File: config.mk
export PLATFORM = sky130hd
export DESIGN_NAME = nonce_scheduler
export DESIGN_NICKNAME = d
export VERILOG_FILES = /design/src/rtl/nonce_scheduler.sv
export SDC_FILE = /design/constraint.sdc
export NUM_CORES = 1
export LEC_CHECK = 0
export BUFFER_PORTS_ARGS = -buffer_cell sky130_fd_sc_hd__buf_2
export CAP_MARGIN = 20
export CORE_ASPECT_RATIO = 0.5
export CORE_UTILIZATION = 52
export DETAILED_ROUTE_END_ITERATION = 8
export PLACE_DENSITY = 0.88
export SETUP_SLACK_MARGIN = 0.2
export SYNTH_ARGS = -nofsm -noshare
export SYNTH_HDL_FRONTEND = slang
export SYNTH_SLANG_ARGS = --single-unit
File: constraint.sdc
create_clock -name clk -period 6.6 [get_ports clk]
set_input_delay 0.33 -clock clk [delete_from_list [all_inputs] [get_ports clk]]
set_output_delay 0.33 -clock clk [all_outputs]
set_load 0.01 [all_outputs]
File: src/rtl/nonce_scheduler.sv
// Nonce sweep scheduler: hands nonces to free hash cores and round-robin
// arbitrates their finished H0 results onto the single memory write port.
//
// state | meaning
// IDLE  | waiting for start; cores free, no traffic
// RUN   | dispatching nonces and writing back results concurrently
// FIN   | one-cycle done pulse, then back to IDLE
module nonce_scheduler #(
  parameter int NUM_CORES  = 4,
  parameter int NUM_NONCES = 16
) (
  input  logic                    clk,
  input  logic                    reset,
  input  logic                    start,
  input  logic [15:0]             output_addr,
  output logic                    done,
  output logic                    mem_clk,
  output logic                    mem_we,
  output logic [15:0]             mem_addr,
  output logic [31:0]             mem_write_data,
  output logic [NUM_CORES-1:0]    core_start,
  output logic [31:0]             core_nonce,
  input  logic [NUM_CORES-1:0]    core_done,
  input  logic [NUM_CORES*32-1:0] core_h0,
  output logic [NUM_CORES-1:0]    core_ack
);

  localparam int PTR_W = (NUM_CORES > 1) ? $clog2(NUM_CORES) : 1;
  localparam logic [8:0] LAST_CNT = 9'(NUM_NONCES);

  typedef enum logic [1:0] {IDLE, RUN, FIN} state_t;

  state_t               state, state_nxt;
  logic [NUM_CORES-1:0] busy, busy_nxt;
  logic [8:0]           nonce_reg [NUM_CORES];
  logic [8:0]           nonce_reg_nxt [NUM_CORES];
  logic [8:0]           next_nonce, next_nonce_nxt;
  logic [8:0]           written, written_nxt;
  logic [PTR_W-1:0]     rr_ptr, rr_ptr_nxt;
  logic [15:0]          base_addr, base_addr_nxt;

  logic                 done_nxt, mem_we_nxt;
  logic [15:0]          mem_addr_nxt;
  logic [31:0]          mem_write_data_nxt, core_nonce_nxt;
  logic [NUM_CORES-1:0] core_start_nxt, core_ack_nxt;

  logic [NUM_CORES-1:0] cand, disp_oh, grant_oh;
  logic                 disp_ok, grant_ok;
  logic [PTR_W-1:0]     rr_next, sel;
  logic [8:0]           grant_nonce;
  logic [31:0]          grant_h0;
  int                   scan;

  assign mem_clk = clk;

  // Core selection: lowest free core for dispatch, rotating search for grant.
  always_comb begin
    cand    = core_done & busy;
    disp_ok = 1'b0;
    disp_oh = '0;
    for (int i = NUM_CORES - 1; i >= 0; i--) begin
      if (!busy[i]) begin
        disp_ok    = 1'b1;
        disp_oh    = '0;
        disp_oh[i] = 1'b1;
      end
    end

    grant_ok    = 1'b0;
    grant_oh    = '0;
    rr_next     = rr_ptr;
    scan        = 0;
    sel         = '0;
    for (int k = 0; k < NUM_CORES; k++) begin
      scan = int'(rr_ptr) + k;
      if (scan >= NUM_CORES) scan = scan - NUM_CORES;
      sel = PTR_W'(scan);
      if (!grant_ok && cand[sel]) begin
        grant_ok      = 1'b1;
        grant_oh[sel] = 1'b1;
        rr_next       = (scan == NUM_CORES - 1) ? '0 : PTR_W'(scan + 1);
      end
    end

    grant_nonce = '0;
    grant_h0    = '0;
    for (int i = 0; i < NUM_CORES; i++) begin
      if (grant_oh[i]) begin
        grant_nonce = nonce_reg[i];
        grant_h0    = core_h0[i*32 +: 32];
      end
    end
  end

  always_comb begin
    state_nxt          = state;
    busy_nxt           = busy;
    nonce_reg_nxt      = nonce_reg;
    next_nonce_nxt     = next_nonce;
    written_nxt        = written;
    rr_ptr_nxt         = rr_ptr;
    base_addr_nxt      = base_addr;
    done_nxt           = 1'b0;
    mem_we_nxt         = 1'b0;
    mem_addr_nxt       = mem_addr;
    mem_write_data_nxt = mem_write_data;
    core_start_nxt     = '0;
    core_nonce_nxt     = core_nonce;
    core_ack_nxt       = '0;

    case (state)
      IDLE: begin
        if (start) begin
          base_addr_nxt  = output_addr;
          next_nonce_nxt = '0;
          written_nxt    = '0;
          state_nxt      = RUN;
        end
      end
      RUN: begin
        if (next_nonce < LAST_CNT && disp_ok) begin
          core_start_nxt = disp_oh;
          core_nonce_nxt = {23'd0, next_nonce};
          next_nonce_nxt = next_nonce + 9'd1;
          for (int i = 0; i < NUM_CORES; i++) begin
            if (disp_oh[i]) nonce_reg_nxt[i] = next_nonce;
          end
        end
        if (grant_ok) begin
          mem_we_nxt         = 1'b1;
          mem_addr_nxt       = base_addr + {7'd0, grant_nonce};
          mem_write_data_nxt = grant_h0;
          core_ack_nxt       = grant_oh;
          written_nxt        = written + 9'd1;
          rr_ptr_nxt         = rr_next;
        end
        // Dispatch needs FREE and grant needs BUSY, so the two masks never overlap.
        busy_nxt = (busy | core_start_nxt) & ~core_ack_nxt;
        if (written == LAST_CNT) begin
          state_nxt = FIN;
          done_nxt  = 1'b1;
        end
      end
      FIN:     state_nxt = IDLE;
      default: state_nxt = IDLE;
    endcase
  end

  always_ff @(posedge clk) begin
    if (reset) begin
      state          <= IDLE;
      busy           <= '0;
      for (int i = 0; i < NUM_CORES; i++) nonce_reg[i] <= '0;
      next_nonce     <= '0;
      written        <= '0;
      rr_ptr         <= '0;
      base_addr      <= '0;
      done           <= 1'b0;
      mem_we         <= 1'b0;
      mem_addr       <= '0;
      mem_write_data <= '0;
      core_start     <= '0;
      core_nonce     <= '0;
      core_ack       <= '0;
    end else begin
      state          <= state_nxt;
      busy           <= busy_nxt;
      nonce_reg      <= nonce_reg_nxt;
      next_nonce     <= next_nonce_nxt;
      written        <= written_nxt;
      rr_ptr         <= rr_ptr_nxt;
      base_addr      <= base_addr_nxt;
      done           <= done_nxt;
      mem_we         <= mem_we_nxt;
      mem_addr       <= mem_addr_nxt;
      mem_write_data <= mem_write_data_nxt;
      core_start     <= core_start_nxt;
      core_nonce     <= core_nonce_nxt;
      core_ack       <= core_ack_nxt;
    end
  end

endmodule

==> flow_metrics.tcl <==
set metrics [dict create \
    pre_cts_slack_ps 1300 \
    ir_drop_mv 0.194 \
    stdcell_count 1320 \
    netlist_area_mm2 0.00757 \
    setup_slack_ps 1140 \
    timing.slew.headroom 0.285 \
    core_area_mm2 0.0139 \
    fin_worst_skew_ps 17.4 \
    syn_inst 933 \
    grt_pass1_wl_um 36700 \
    regToRegSetupSlack_ps 1140 \
    die_w_um 173 \
    ctsHoldBuffers 0 \
    critPathKind "reg -> reg" \
    synth_top_area_share 0.383 \
    die_h_um 87.3 \
    fin_crit_ps 5460 \
    critical_path_arrival_ps 5910 \
    synth_area_leaders "dfxtp_1 (38%), a221oi_2 (6.7%), nor2_1 (6.7%)" \
    cts_tree "built" \
    port_buffers 218 \
    slew_viol_final 0 \
    start_kind "flip-flop" \
    yosys-top-cells-count "dfxtp_1 (145), nor2_1 (135), nand2_1 (120)" \
    place_inst 1285 \
    fmax_mhz 183 \
    critPathMaxFanout 14 \
    grt_overflow 0 \
    cts-resized-gates 0 \
    grt_pass1_vias 7434 \
    top_layer "met4" \
    dp_hpwl_um 15400 \
    grt_setup_unrepaired "false" \
    clk_latency_ps 540 \
    fin_setup_tns_ps 0 \
    cts.clk_slew.worst_paths_ps 70 \
    track_usage 0.305 \
    dr.pass1.iters 5 \
    drt_iter0_markers 700 \
    avgViaCountPerCell 5.85 \
    hold_class "in -> reg" \
    status "completed" \
    wl_met1_um 9810 \
    num-fill-cells 1094 \
    wl_um 23200 \
    nNetsFinal 1287 \
    cp-end-kind "flip-flop" \
    hold_viol 0 \
    ys_warn_count 0 \
    synth-seq-cells 145 \
    final_util 0.675 \
    ys_async_sr_fraction 0 \
    setup_viol 0 \
    met3WireLength_um 2030 \
    largest_reg_flops 36 \
    start_util 0.545 \
    synth.avg_cell_area_um2 8.12 \
    crit_required_ps 7040 \
    synth_top_area_cell "dfxtp_1" \
    num_rows 30 \
    wl_met2_um 11000 \
    layout-drive-gt1-share 0.274 \
    antenna_left 0 \
    tightest_slew_ps 1070 \
    synth_edf_count 0 \
    power.density_mw_per_mm2 246 \
    routabilityCongestion 0.971 \
    antenna_cells 0 \
    p_leak_nw 3.90 \
    drc 0 \
    area_growth_pct 23.8 \
    grt_max_degree 80 \
    wl_per_cell_um 17.6 \
    synth_ff_type "dfxtp_1" \
    ys_seq_area_frac 0.383 \
    drv_cap 0 \
    vias 7726 \
    synth_most_common_cell "dfxtp_1" \
    io_pins 242 \
    antenna_found_initial 0 \
    postCtsSetupRepairBufs 0 \
    finalCritPeriodShare 0.827 \
    die_area_mm2 0.0151 \
    synthDistinctLibCells 61 \
]
[final timing paths]
path                       startpoint                         end  cells past startpoint
min reg2reg  mem_addr[3]$_SDFFE_PP0P_    mem_addr[3]$_SDFFE_PP0P_                      2
max            rr_ptr[0]$_SDFFE_PP0P_   mem_addr[10]$_SDFFE_PP0P_                     19
min                   output_addr[14]  base_addr[14]$_SDFFE_PP0P_                      3
max reg2reg    rr_ptr[0]$_SDFFE_PP0P_   mem_addr[10]$_SDFFE_PP0P_                     19
[cell families (layout without fill, tap and decap cells)]
family                   after synthesis  after routing  share of synthesized area
AND/OR/NAND/NOR                      383            383                      0.227
AO/OA/AOI/OAI                        242            242                      0.238
flip-flops                           145            145                      0.383
buffers and inverters                107            280                     0.0712
multiplexers                          22             22                     0.0309
adder cells (fa/ha/maj)               21             21                     0.0357
XOR/XNOR                              12             12                     0.0139
other                                  1             23                   0.000495
[placed cells by master (no fill, tap or decap), types with 5 or more instances in the layout]
cell,netlist,routed
a211oi_1,6,6
a21boi_0,6,6
a21o_1,6,5
a21oi_1,56,54
a221oi_1,8,8
a221oi_2,34,34
a31oi_1,36,36
and2_1,31,31
and3_1,5,5
buf_2,7,217
buf_4,26,12
clkbuf_16,0,20
conb_1,1,23
dfxtp_1,145,145
ha_1,20,20
inv_1,15,15
mux2i_1,20,20
nand2_1,120,119
nand3_1,44,44
nor2_1,135,134
nor3_1,14,14
nor4_1,6,6
o21ai_0,52,52
o31ai_1,11,11
or3_1,6,6
xnor2_1,10,10
[critical path, stage by stage (launching register included)]
cell and delay [ps]:
dfxtp_1 600, inv_1 220, ha_1 470, a21boi_1 340, o21ai_0 210, o22ai_1 430
a221o_1 380, or2_2 340, a221oi_1 100, o31ai_1 320, ha_1 230, inv_1 50
fa_1 400, nor2b_1 140, o21a_1 140, o21ai_0 140, a21o_1 230, a21boi_0 270
mux2i_1 120, nor4_1 260
[final cells by class]
cell class | count | area (µm²) | area share
timing repair buffer | 228 | 1170 | 0.125
clock buffer | 21 | 505 | 0.0539
tap | 192 | 240 | 0.0256
multi-input combinational | 703 | 4250 | 0.454
inverter | 16 | 60.1 | 0.00641
clock inverter | 15 | 241 | 0.0258
sequential | 145 | 2900 | 0.310
[power breakdown]
| group | switching [mW] | internal [mW] | total (mW) |
|---|---|---|---|
| clock | 0.448 | 0.737 | 1.18 |
| combinational | 0.132 | 0.0825 | 0.215 |
| sequential | 0.0164 | 0.888 | 0.904 |
[through the flow]
step                      instance area, µm²  power [mW]  hold WS [ps]
after global placement                  8630        1.14           431
after global routing                    9370        2.38          33.3
final                                   9370        2.30          26.3
after CTS                               9370        2.30          29.7
after detailed placement                8630        1.14           431
after floorplan                         7650        1.07           422
[metal layers]
metal,up-vias,global-route usage
met4,0,0.123
met5,-,0
met2,451,0.519
li1,3645,-
met3,50,0.0720
met1,3580,0.379
(Power assumes the default switching activity.)
